[config.mk]
export PLATFORM = sky130hd
export DESIGN_NAME = serial_pattern_detector_flat
export DESIGN_NICKNAME = d
export VERILOG_FILES = /design/src/rtl/serial_pattern_detector_if.sv /design/src/rtl/serial_pattern_detector.sv /design/src/flat_wrapper.sv
export SDC_FILE = /design/constraint.sdc
export NUM_CORES = 1
export LEC_CHECK = 0
export CORE_MARGIN = 3
export CORE_UTILIZATION = 45
export CTS_CLUSTER_DIAMETER = 40
export DETAILED_ROUTE_END_ITERATION = 7
export DONT_BUFFER_PORTS = 1
export GPL_ROUTABILITY_DRIVEN = 0
export SYNTH_ARGS = -nofsm -noshare
export SYNTH_HDL_FRONTEND = slang
export SYNTH_SLANG_ARGS = --single-unit
[constraint.sdc]
create_clock -name clk -period 2 [get_ports clk]
set_input_delay 0.6 -clock clk [delete_from_list [all_inputs] [get_ports clk]]
set_output_delay 0.6 -clock clk [all_outputs]
set_load 0.03 [all_outputs]
[src/rtl/serial_pattern_detector_if.sv]
// Serial bit stream in, match/count status out, between a bit source and the pattern detector.
interface serial_pattern_detector_if #(
    parameter int CNT_W = 8
) ();
    logic             bit_in;
    logic             bit_valid;
    logic             clear_cnt;
    logic             match;
    logic [CNT_W-1:0] match_count;
    logic             saturated;
    logic             armed;

    modport master (
        output bit_in, bit_valid, clear_cnt,
        input  match, match_count, saturated, armed
    );

    modport slave (
        input  bit_in, bit_valid, clear_cnt,
        output match, match_count, saturated, armed
    );
endinterface

[src/rtl/serial_pattern_detector.sv]
// Detects a fixed PAT_LEN-bit pattern in a qualified serial stream (overlap allowed),
// emitting a one-cycle match pulse and a saturating match counter.
module serial_pattern_detector #(
    parameter int                 PAT_LEN = 4,
    parameter logic [PAT_LEN-1:0] PATTERN = 4'b1011,
    parameter int                 CNT_W   = 8
) (
    input logic                       clk,
    input logic                       reset,
    serial_pattern_detector_if.slave  bus
);
    localparam int                 FILL_W    = $clog2(PAT_LEN);
    localparam logic [FILL_W-1:0]  LAST_FILL = FILL_W'(PAT_LEN - 1);
    localparam logic [CNT_W-1:0]   CNT_MAX   = '1;

    typedef enum logic {S_FILL, S_HUNT} state_t;

    state_t             r_state;
    logic [PAT_LEN-1:0] r_hist;
    logic [FILL_W-1:0]  r_fill;
    logic               r_match;
    logic [CNT_W-1:0]   r_count;
    logic               r_sat;
    logic               r_armed;

    logic [PAT_LEN-1:0] w_next_hist;
    logic               w_hit;
    logic [CNT_W-1:0]   w_count_inc;

    function automatic logic [CNT_W-1:0] sat_inc(input logic [CNT_W-1:0] v);
        return (v == CNT_MAX) ? v : v + 1'b1;
    endfunction

    // The completing bit of the first window is already eligible to match.
    assign w_next_hist = {r_hist[PAT_LEN-2:0], bus.bit_in};
    assign w_hit       = (w_next_hist == PATTERN) &&
                         ((r_state == S_HUNT) || (r_fill == LAST_FILL));
    assign w_count_inc = sat_inc(r_count);

    always_ff @(posedge clk) begin
        if (reset) begin
            r_state <= S_FILL;
            r_hist  <= '0;
            r_fill  <= '0;
            r_match <= 1'b0;
            r_count <= '0;
            r_sat   <= 1'b0;
            r_armed <= 1'b0;
        end else begin
            r_match <= 1'b0;
            if (bus.bit_valid) begin
                r_hist  <= w_next_hist;
                r_match <= w_hit;
                case (r_state)
                    S_FILL: begin
                        if (r_fill == LAST_FILL) begin
                            r_state <= S_HUNT;
                            r_armed <= 1'b1;
                        end else begin
                            r_fill <= r_fill + 1'b1;
                        end
                    end
                    default: r_armed <= 1'b1;
                endcase
            end
            // A coincident clear wins: the match still pulses but is not counted.
            if (bus.clear_cnt) begin
                r_count <= '0;
                r_sat   <= 1'b0;
            end else if (bus.bit_valid && w_hit) begin
                r_count <= w_count_inc;
                if (w_count_inc == CNT_MAX) r_sat <= 1'b1;
            end
        end
    end

    assign bus.match       = r_match;
    assign bus.match_count = r_count;
    assign bus.saturated   = r_sat;
    assign bus.armed       = r_armed;
endmodule

[src/flat_wrapper.sv]
// flat-port wrapper written by rule: the top's interface ports become plain ports
module serial_pattern_detector_flat 
#(
    parameter int                 PAT_LEN = 4,
    parameter logic [PAT_LEN-1:0] PATTERN = 4'b1011,
    parameter int                 CNT_W   = 8
)
  (clk, reset, bus_bit_in, bus_bit_valid, bus_clear_cnt, bus_match, bus_match_count, bus_saturated, bus_armed);
  serial_pattern_detector_if #(.CNT_W(CNT_W)) bus_i ();
  input logic clk;
  input logic reset;
  input wire logic [$bits(bus_i.bit_in)-1:0] bus_bit_in;
  input wire logic [$bits(bus_i.bit_valid)-1:0] bus_bit_valid;
  input wire logic [$bits(bus_i.clear_cnt)-1:0] bus_clear_cnt;
  output wire logic [$bits(bus_i.match)-1:0] bus_match;
  output wire logic [$bits(bus_i.match_count)-1:0] bus_match_count;
  output wire logic [$bits(bus_i.saturated)-1:0] bus_saturated;
  output wire logic [$bits(bus_i.armed)-1:0] bus_armed;
  assign bus_i.bit_in = bus_bit_in;
  assign bus_i.bit_valid = bus_bit_valid;
  assign bus_i.clear_cnt = bus_clear_cnt;
  assign bus_match = bus_i.match;
  assign bus_match_count = bus_i.match_count;
  assign bus_saturated = bus_i.saturated;
  assign bus_armed = bus_i.armed;
  serial_pattern_detector #(.PAT_LEN(PAT_LEN), .PATTERN(PATTERN), .CNT_W(CNT_W)) u_core (.clk(clk), .reset(reset), .bus(bus_i));
endmodule
==> impl_metrics.json, run 1 <==
{
  "routed_wl_um": 1750,
  "syn-num-nets": 105,
  "hold_buffers": 0,
  "crit_buf_inv": 0,
  "synthMuxAreaShare_pct": 9.36,
  "ant_nets": 0,
  "cts_num_sinks": 17,
  "synth_xor_area_share_pct": 3.07,
  "fin_hold_ws_ns": 0.366,
  "startpoint_type": "flop",
  "die_h_um": 49.6,
  "vias_per_cell": 5.51,
  "drtIter0Drc": 29,
  "grt_pass1_vias": 646,
  "drv_cap": 0,
  "initial_core_util_pct": 48.5,
  "timing.final.crit_share_pct": 87.9,
  "report.final.slew_viol_count": 0,
  "cts_tree": "done",
  "synth-async-reset-ratio_pct": 0,
  "synthAdderAreaFrac_pct": 2.92,
  "clkTransAtPathRegs_ns": 0.10,
  "post-cts-setup-buffer-count": 0,
  "cp_slowest_stage_delay_ns": 0.48,
  "crit_required_ns": 2.21,
  "fin_util_pct": 54.7,
  "clock_latency_ns": 0.29,
  "fp.dieW_um": 49.6,
  "grt_overflow": 0,
  "status": "finished, final reports clean",
  "ir_drop_mv": 0.395,
  "crit_path_end_kind": "flop",
  "syn_avg_cell_area_um2": 8.73,
  "rows": 15,
  "drive_gt1_share_pct": 18.7,
  "wl_per_cell_um": 13.2,
  "multi_input_area_um2": 474,
  "dp_hpwl_um": 1350,
  "hp-class": "input pin to flop",
  "syn-cell-area_um2": 856,
  "portBuffers": 0,
  "leakage_nw": 0.409,
  "core_area_mm2": 0.00176,
  "report.final.hold_viol_count": 0,
  "cts_buffers": 3,
  "crit_type": "flop to flop",
  "antenna_cells": 0,
  "grt_pass1_wl_um": 3030,
  "fillers": 179,
  "path_cells": "ha_1, and3_1, nand3_1, mux2i_1, or4_4, o31ai_2",
  "design.die.area_mm2": 0.00246,
  "antenna_found_initial": 0,
  "synth_compound_area_share_pct": 12.9,
  "power.density_mw_per_mm2": 580,
  "clock_skew_ns": 0.000662,
  "drc_errors": 0,
  "max_freq_ghz": 0.569,
  "area_delta_synth_final_pct": 12.7,
  "synth_top_family_by_area": "simple AND/OR/NAND/NOR gates",
  "num_vias": 727,
  "syn_inst": 98,
  "finalNetCount": 115,
  "ys_warn_count": 0,
  "clock_path_buffers": 2,
  "path_delay_family": "simple AND/OR/NAND/NOR gates",
  "cts-resized-gates": 0,
  "htree_levels": 1,
  "worst_ep_arrival_time_ns": 1.97,
  "crit_fanout": 4,
  "synth_cell_type_count": 32,
  "seq_area_um2": 342,
  "ctsRootBufferMaster": "clkbuf_4",
  "ioPinCount": 16,
  "ys_seq_elements": 17,
  "synthSimpleGateAreaFrac_pct": 27.2,
  "drtPass1Iterations": 4,
  "rsz0062_at_grt": "no",
  "synth_ff_type": "dfxtp_1",
  "slowest_stage": "or4_4",
  "finalSetupViolCount": 0,
  "yosysSeqAreaShare_pct": 39.8,
  "worst_slew_pin_slew_ns": 0.405,
  "synth-edff-count": 0,
  "max-slew-margin-rel_pct": 72.9,
  "grt_use_total_pct": 16.0,
  "timing.setup.tns_ns": 0,
  "fin_crit_ns": 1.76,
  "grt_max_degree": 11
}
-- worst paths after layout --
check,from,endpoint,slack (ns),cells past startpoint
worst max-delay path,u_core.bus.match_count[0],u_core.bus.saturated,0.24,6
worst min register to register,u_core.r_fill[1],u_core.r_fill[1],0.50,2
worst min-delay path,reset,u_core.bus.armed,0.37,1
worst max register to register,u_core.bus.match_count[0],u_core.bus.saturated,0.24,6
-- flip-flops by register name, indices dropped and copies added, names as in the netlist --
| signal | cells |
|---|---|
| u_core.bus.match_count | 8 |
| u_core.r_hist | 3 |
| u_core.r_fill | 2 |
| u_core.bus.armed | 1 |
| u_core.bus.match | 1 |
| u_core.bus.saturated | 1 |
| u_core.r_state | 1 |
-- metrics by stage --
| stage | cell area, um^2 | cells | setup WS (ns) | total power, mW |
|---|---|---|---|---|
| 5_1_grt | 965 | 132 | 0.0836 | 0.594 |
| 3_5_place_dp | 937 | 128 | 0.234 | 0.387 |
| 6_report | 965 | 132 | 0.242 | 0.559 |
| 2_1_floorplan | 857 | 98 | 0.0166 | 0.388 |
| 4_1_cts | 965 | 132 | 0.228 | 0.571 |
| 3_3_place_gp | 937 | 128 | 0.235 | 0.386 |
-- cell usage after synthesis (3+ instances only) --
cell type  instances  area share, %
dfxtp_1           17             40
nand3_1            7            4.1
nor2_1            17            7.5
nor3_1             3            1.8
nand2_1            6            2.6
a21oi_1            4            2.3
mux2i_1            8            9.4
and3_1             4            2.9
buf_2              3            1.8
-- area by class of cell --
class                           instances  area share, %
Multi-Input combinational cell         73           49.2
Clock buffer                            3           2.33
Tap cell                               25           3.24
Inverter                                2          0.778
Sequential cell                        17           35.4
Clock inverter                          1          0.519
Timing Repair Buffer                   11           8.56
-- report_power, final --
part / internal [mW] / switching, mW / leakage (nW)
Sequential: 0.347 / 0.00661 / 0.138
Clock: 0.0743 / 0.106 / 0.0177
Combinational: 0.0139 / 0.0118 / 0.253
-- metal layers --
layer	vias to the layer above	GRT usage, %	share of wire (%)
li1	368	-	-
met1	325	22.1	48
met2	32	22.5	43
met3	2	6.34	8.6
met4	0	5.53	0.57
met5	-	0	0
-- placed cells by master, fill, tap and decap left out, types with 2 or more instances in the layout --
cell	instances
a21oi_1	4
a31oi_1	2
and3_1	4
buf_4	11
clkbuf_4	3
dfxtp_1	16
ha_1	2
inv_1	2
mux2i_1	8
nand2_1	6
nand3_1	7
nor2_1	17
nor3_1	3
o211a_1	2
xnor2_1	2
-- logic make-up after synthesis --
kind of cell,after synthesis
xor+xnor,3
buf+inv,8
mux,8
flops,17
fa+ha+maj,2
simple gates,46
compound gates,14
Power figures use the tool's default switching activity.
==> run 2: changes to the inputs <==
--- a/config.mk
+++ b/config.mk
@@ -8,9 +8,11 @@
 export CORE_MARGIN = 3
 export CORE_UTILIZATION = 45
 export CTS_CLUSTER_DIAMETER = 40
+export CTS_CLUSTER_SIZE = 8
 export DETAILED_ROUTE_END_ITERATION = 7
 export DONT_BUFFER_PORTS = 1
 export GPL_ROUTABILITY_DRIVEN = 0
+export MAX_ROUTING_LAYER = met4
 export SYNTH_ARGS = -nofsm -noshare
 export SYNTH_HDL_FRONTEND = slang
 export SYNTH_SLANG_ARGS = --single-unit
==> impl_metrics.json, run 2 (synthesis gave the netlist of run 1 again) <==
{
  "multi_input_area_um2": 474,
  "final_area_um2": 965,
  "htree_levels": 1,
  "drc_errors": 0,
  "fin_crit_ns": 1.76,
  "place_area_um2": 937,
  "seq_area_um2": 342,
  "slowest_stage": "or4_4",
  "instances_no_fill": 132,
  "antenna_found_initial": 0,
  "report.final.hold_viol_count": 0,
  "initial_core_util_pct": 48.5,
  "crit_path_start": "u_core.bus.match_count[0]",
  "max_freq_ghz": 0.569,
  "ctsRootBufferMaster": "clkbuf_4",
  "fp.dieW_um": 49.6,
  "drv_cap": 0,
  "rsz0062_at_grt": "no",
  "num_vias": 726,
  "worst_r2r_endpoint": "u_core.bus.saturated",
  "grt_pass1_wl_um": 3040,
  "wl_per_cell_um": 13.2,
  "worst_slew_pin_slew_ns": 0.405,
  "routed_wl_um": 1750,
  "min_path_cells": 1,
  "drive_gt1_share_pct": 18.7,
  "die_h_um": 49.6,
  "report.final.slew_viol_count": 0,
  "crit_path_end_kind": "flop",
  "fin_hold_ws_ns": 0.366,
  "drtIter0Drc": 29,
  "reg2reg_from": "u_core.bus.match_count[0]",
  "power_mw": 0.559,
  "design.die.area_mm2": 0.00246,
  "path_cells": "ha_1, and3_1, nand3_1, mux2i_1, or4_4, o31ai_2",
  "grt_max_degree": 11,
  "fillers": 179,
  "r2r_slack_ns": 0.24,
  "area_delta_synth_final_pct": 12.7,
  "antenna_cells": 0,
  "timing.final.crit_share_pct": 87.9,
  "power.density_mw_per_mm2": 580,
  "ir_drop_mv": 0.395,
  "core_area_mm2": 0.00176,
  "leakage_nw": 0.409,
  "timing.setup.tns_ns": 0,
  "reg2reg_depth": 6,
  "finalSetupViolCount": 0,
  "hold_buffers": 0,
  "cp_slowest_stage_delay_ns": 0.48,
  "hp-class": "input pin to flop",
  "ant_nets": 0,
  "min_to": "u_core.bus.armed",
  "startpoint_type": "flop",
  "portBuffers": 0,
  "final_cell_mix": "17 x nor2_1, 16 x dfxtp_1, 11 x buf_4",
  "cts_buffers": 3,
  "cts_tree": "done",
  "crit_required_ns": 2.21,
  "clkTransAtPathRegs_ns": 0.10,
  "vias_per_cell": 5.50,
  "clock_skew_ns": 0.000626,
  "clock_latency_ns": 0.29,
  "drtPass1Iterations": 4,
  "ioPinCount": 16,
  "clock_path_buffers": 2,
  "hold_start": "reset",
  "cts-resized-gates": 0,
  "rows": 15,
  "worst_ep_arrival_time_ns": 1.97,
  "finalNetCount": 115,
  "largest_reg_flops": 8,
  "crit_fanout": 4,
  "placed_cells": 128,
  "layout_commonest_cell": "nor2_1",
  "status": "finished, final reports clean",
  "cts_num_sinks": 17,
  "dp_hpwl_um": 1350,
  "grt_overflow": 0,
  "grt_use_total_pct": 16.5,
  "post-cts-setup-buffer-count": 0,
  "grt_pass1_vias": 645,
  "crit_type": "flop to flop",
  "max-slew-margin-rel_pct": 72.9
}
run 2: where the power goes:
group | switching, mW | internal, mW
combinational | 0.0118 | 0.0139
sequential | 0.00661 | 0.347
clock | 0.106 | 0.0743
run 2: cell type report:
type                       instances  area share [%]
clock buffer                       3            2.33
multi-input combinational         73            49.2
tap                               25            3.24
inverter                           2           0.778
timing repair buffer              11            8.56
clock inverter                     1           0.519
sequential                        17            35.4
run 2: worst max-delay path, delay by kind of cell (launching register included):
family	cells	cell delay (ns)
compound gates	1	0.17
fa+ha+maj	1	0.20
mux	1	0.15
flops	1	0.35
simple gates	3	0.83
run 2: per-layer routing:
layer | part of all wire [%] | global-route usage [%] | vias to the layer above
met1 | 48 | 22.1 | 326
met3 | 8.2 | 6.34 | 2
met5 | 0 | - | -
met2 | 44 | 22.5 | 29
li1 | - | - | 369
met4 | 0.46 | 5.53 | 0
run 2: stage by stage:
step | utilization [%] | setup WS [ns]
final | 54.7 | 0.242
after global routing | 54.7 | 0.0836
after CTS | 54.7 | 0.228
after detailed placement | 53.1 | 0.234
after global placement | 53.1 | 0.235
after floorplan | - | 0.0166
run 2: worst max-delay path by stage:
stage / to / slack, ns / cells past startpoint
6_report: u_core.bus.saturated / 0.24 / 6
5_1_grt: u_core.bus.saturated / 0.08 / 6
4_1_cts: u_core.bus.saturated / 0.23 / 6
3_5_place_dp: u_core.bus.saturated / 0.23 / 4
3_3_place_gp: u_core.bus.saturated / 0.23 / 4
2_1_floorplan: u_core.bus.saturated / 0.02 / 6
==> run 3: changes to the inputs <==
==> constraint.sdc (replaced) <==
create_clock -name clk -period 1.9 [get_ports clk]
set_input_delay 0.57 -clock clk [delete_from_list [all_inputs] [get_ports clk]]
set_output_delay 0.57 -clock clk [all_outputs]
set_load 0.03 [all_outputs]
==> impl_metrics.json, run 3 (synthesis gave the netlist of run 1 again) <==
{
  "status": "finished, final reports clean",
  "drtPass1Iterations": 4,
  "finalSetupViolCount": 0,
  "reg2reg_depth": 6,
  "power.density_mw_per_mm2": 598,
  "crit_fanout": 4,
  "wl_per_cell_um": 13.3,
  "crit_required_ns": 2.10,
  "ctsRootBufferMaster": "clkbuf_4",
  "worst_slew_pin_slew_ns": 0.416,
  "grt_max_degree": 11,
  "report.final.hold_viol_count": 0,
  "max_freq_ghz": 0.555,
  "startpoint_type": "flop",
  "dp_hpwl_um": 1310,
  "final_cell_mix": "17 x nor2_1, 15 x dfxtp_1, 12 x buf_4",
  "design.die.area_mm2": 0.00246,
  "finalNetCount": 116,
  "routed_wl_um": 1770,
  "leakage_nw": 0.413,
  "cts_num_sinks": 17,
  "drc_errors": 0,
  "cts_tree": "done",
  "fp.dieW_um": 49.6,
  "grt_use_total_pct": 17.0,
  "path_cells": "ha_1, and3_4, nand3_1, mux2i_1, or4_4, o31ai_2",
  "cts_buffers": 3,
  "report.final.slew_viol_count": 0,
  "clock_path_buffers": 2,
  "rows": 15,
  "vias_per_cell": 5.49,
  "clock_skew_ns": 0.00163,
  "drtIter0Drc": 26,
  "grt_pass1_wl_um": 3060,
  "ir_drop_mv": 0.441,
  "drive_gt1_share_pct": 21.3,
  "clkTransAtPathRegs_ns": 0.09,
  "crit_type": "flop to flop",
  "worst_r2r_endpoint": "u_core.bus.saturated",
  "timing.final.crit_share_pct": 94.8,
  "antenna_found_initial": 0,
  "antenna_cells": 0,
  "ant_nets": 0,
  "min_path_cells": 1,
  "fin_crit_ns": 1.80,
  "worst_ep_arrival_time_ns": 2.01,
  "clock_latency_ns": 0.28,
  "timing.setup.tns_ns": 0,
  "cts-resized-gates": 0,
  "largest_reg_flops": 8,
  "r2r_slack_ns": 0.1,
  "slowest_stage": "or4_4",
  "cp_slowest_stage_delay_ns": 0.50,
  "layout_commonest_cell": "nor2_1",
  "reg2reg_from": "u_core.bus.match_count[0]",
  "core_area_mm2": 0.00176,
  "area_delta_synth_final_pct": 14.3,
  "min_to": "u_core.bus.armed",
  "drv_cap": 0,
  "hp-class": "input pin to flop",
  "ioPinCount": 16,
  "grt_overflow": 0,
  "hold_buffers": 0,
  "htree_levels": 1,
  "crit_path_end_kind": "flop",
  "portBuffers": 0,
  "initial_core_util_pct": 48.5,
  "fillers": 187,
  "num_vias": 730,
  "fin_hold_ws_ns": 0.340,
  "post-cts-setup-buffer-count": 0,
  "max-slew-margin-rel_pct": 72.2,
  "grt_pass1_vias": 682,
  "hold_start": "reset",
  "die_h_um": 49.6
}
-- run 3: cell count changes in the layout (fill, tap and decap cells not counted), sizes merged --
cell | previous run | this run
buf | 11 | 12
-- run 3: worst max path at each step --
| stage | from | depth (start not counted) | endpoint |
|---|---|---|---|
| 2_1_floorplan | u_core.bus.match_count[3] | 6 | u_core.bus.saturated |
| 3_3_place_gp | bus_bit_in | 4 | u_core.bus.saturated |
| 3_5_place_dp | u_core.bus.match_count[0] | 6 | u_core.bus.saturated |
| 4_1_cts | u_core.bus.match_count[0] | 6 | u_core.bus.saturated |
| 5_1_grt | u_core.bus.match_count[0] | 6 | u_core.bus.saturated |
| 6_report | u_core.bus.match_count[0] | 6 | u_core.bus.saturated |
-- run 3: power by group --
group          leakage (nW)  total, mW  internal, mW  switching [mW]
Sequential            0.139      0.372         0.365         0.00702
Combinational         0.257     0.0269        0.0146          0.0123
Clock                0.0177      0.187        0.0782           0.109
Total                 0.413      0.585         0.458           0.128
-- run 3: layout make-up --
type / count / area [um^2] / area share [%]
Tap cell: 25 / 31.3 / 3.20
Multi-Input combinational cell: 73 / 479 / 49.0
Clock inverter: 1 / 5.00 / 0.512
Sequential cell: 17 / 343 / 35.0
Timing Repair Buffer: 12 / 90.1 / 9.21
Clock buffer: 3 / 22.5 / 2.30
Inverter: 2 / 7.51 / 0.767
-- run 3: metrics by stage --
step,std cells,util [%],worst slack (ns),total power [mW],cell area (um^2)
after global routing,133,55.5,-0.00397,0.620,978
after global placement,129,53.6,0.168,0.406,946
after floorplan,98,-,0.00715,0.408,858
after CTS,133,55.2,0.0732,0.595,973
after detailed placement,129,53.6,0.145,0.407,946
final,133,55.5,0.0990,0.585,978
-- run 3: critical path, delay by kind of cell, from the launching register on --
family	cells	cell delay (ns)
flops	1	0.34
fa+ha+maj	1	0.22
compound gates	1	0.20
mux	1	0.14
simple gates	3	0.83
-- run 3: layer usage --
metal	share of wire [%]	wire length, um	global-route usage (%)
met5	0	0	-
met4	0.79	14	5.53
met3	8.9	157	7.55
met2	43	764	25.6
met1	47	837	20.3
==> variant, RTL diff (flow settings as in run 1) <==
Make the reset (`reset`) asynchronous in one clocked block.
--- a/src/rtl/serial_pattern_detector.sv
+++ b/src/rtl/serial_pattern_detector.sv
@@ -37,7 +37,7 @@
                          ((r_state == S_HUNT) || (r_fill == LAST_FILL));
     assign w_count_inc = sat_inc(r_count);
 
-    always_ff @(posedge clk) begin
+    always_ff @(posedge clk or posedge reset) begin
         if (reset) begin
             r_state <= S_FILL;
             r_hist  <= '0;
Function: differs if reset is asserted again (counterexample within 10 cycles, from zero or initial values and one cycle with reset high); with reset held inactive, the same outputs for 10 cycles.
==> variant against run 1 <==
Die area up 15%. Worst setup slack worse by 49 ps. Sequential cell count unchanged. Synthesized cell count down 6.1%. Wire length up 18%. Cell area up 11%. Critical path type unchanged. Synthesized area up 17%.
Power is not compared: it rests on default switching activity, and its combinational part moved more than twofold at a synthesized area within 25%.
==> variant: results (changes against run 1) <==
synth_cells: 92  # -6.1%
synth_flop_cell: "dfrtp_1"
post_cts_resized: 0  # unchanged
drt_iter0_drc: 27  # -6.9%
fillerInstances: 185  # +3.4%
syn-num-nets: 99  # -5.7%
first_pass_iters: 4  # unchanged
synth.distinct_cells: 41  # +28%
drive_gt1_frac: 0.245  # +0.0580
slew_headroom: 0.566  # -0.163
viasPerCell: 6.15  # +12%
grt_pass1_vias: 775  # +20%
grt_max_degree: 18  # +7
yosysSeqAreaShare: 0.426  # +0.0279
status: "completed"
synth_top_cell_area_share: 0.426  # +0.0279
worst_path_max_delay_cell: "dfrtp_1"
vdd_drop_max_mv: 0.415
cp_slowest_stage_delay_ps: 370  # -110 ps
num_vias: 769  # +5.8%
critPathMaxFanout: 11  # +7
dp_cells: 121  # -5.5%
rr_startpoint: "u_core.bus.match_count[0]$_DFFE_PP0P_"
synthTopCellsByCount: "dfrtp_1 (17), a31oi_1 (5), nand2_1 (5), nor2_1 (5)"
yosys-top-cells-area: "dfrtp_1 (43%), a2111oi_4 (5.5%), mux2_2 (4.5%)"
grt_pass1_wl_um: 3440  # +14%
fin_nets: 106  # -7.8%
ys_async_sr_fraction: 1.00  # +1.00
drt_wl_total_um: 2060  # +18%
dp_hpwl_um: 1520  # +13%
-- variant: cell types whose count changed in the layout (fill, tap and decap cells not counted), sizes merged, moves of 3 or more --
| cell | change |
|---|---|
| a2111oi | +3 |
| a31oi | +3 |
| and3 | -3 |
| dfrtp | +17 |
| dfxtp | -17 |
| mux2 | +4 |
| mux2i | -7 |
| nand3 | -4 |
| nor2 | -12 |
| nor2b | +3 |
-- variant: kinds of logic (layout without fill, tap and decap cells) --
logic type / after synthesis / count (layout) / share of synthesized area
mux: 5 / 5 / 0.0551
flops: 17 / 17 / 0.426
compound gates: 22 / 22 / 0.208
buf+inv: 11 / 17 / 0.0676
simple gates: 32 / 32 / 0.193
xor+xnor: 3 / 3 / 0.0263
fa+ha+maj: 2 / 2 / 0.0250
-- variant: layer usage --
layer | track usage | share of wire | routed length [um]
met4 | 0.0851 | 0.015 | 30
met1 | 0.211 | 0.44 | 911
met2 | 0.275 | 0.47 | 975
met5 | 0 | 0 | 0
met3 | 0.0451 | 0.070 | 145
-- variant: path summary, 6_finish.rpt --
check	end	slack, ps	cells past startpoint
setup / recovery	u_core.bus.saturated$_DFFE_PP0P_	190	5
hold / removal	u_core.r_state$_DFFE_PP0P_	270	1
setup reg to reg	u_core.bus.saturated$_DFFE_PP0P_	190	5
hold reg to reg	u_core.r_fill[0]$_DFFE_PP0P_	490	1
max in group asynchronous	u_core.bus.saturated$_DFFE_PP0P_	1300	1
min in group clk	u_core.bus.match_count[0]$_DFFE_PP0P_	360	1
-- variant: power breakdown --
| part | internal (uW) | total [uW] | switching (uW) |
|---|---|---|---|
| sequential | 376 | 399 | 23.3 |
| combinational | 39.7 | 83.8 | 44.1 |
| clock | 77.4 | 185 | 107 |
| total | 493 | 668 | 175 |
-- variant: area by class of cell --
class | instances | area (sq um) | area share
multi-input cells | 64 | 507 | 0.471
flip-flops and latches | 17 | 425 | 0.396
repair buffers | 9 | 67.6 | 0.0629
well taps | 27 | 33.8 | 0.0314
clock buffers | 4 | 26.3 | 0.0244
inverters | 4 | 15.0 | 0.0140
-- variant: worst max-delay path, delay by kind of cell, from the launching register on --
kind	cells	cell delay (ps)
DFF	1	370
adders and majority gates	1	350
and+or+nand+nor	1	240
AOI/OAI and AO/OA	3	740
-- variant: through the flow --
stage | area, sq um | setup slack [ps] | utilization
after global routing | 1070 | 22.9 | 0.532
after detailed placement | 1050 | 223 | 0.519
after floorplan | 1000 | 109 | -
final | 1070 | 193 | 0.532
after global placement | 1050 | 256 | 0.519
after CTS | 1070 | 196 | 0.532
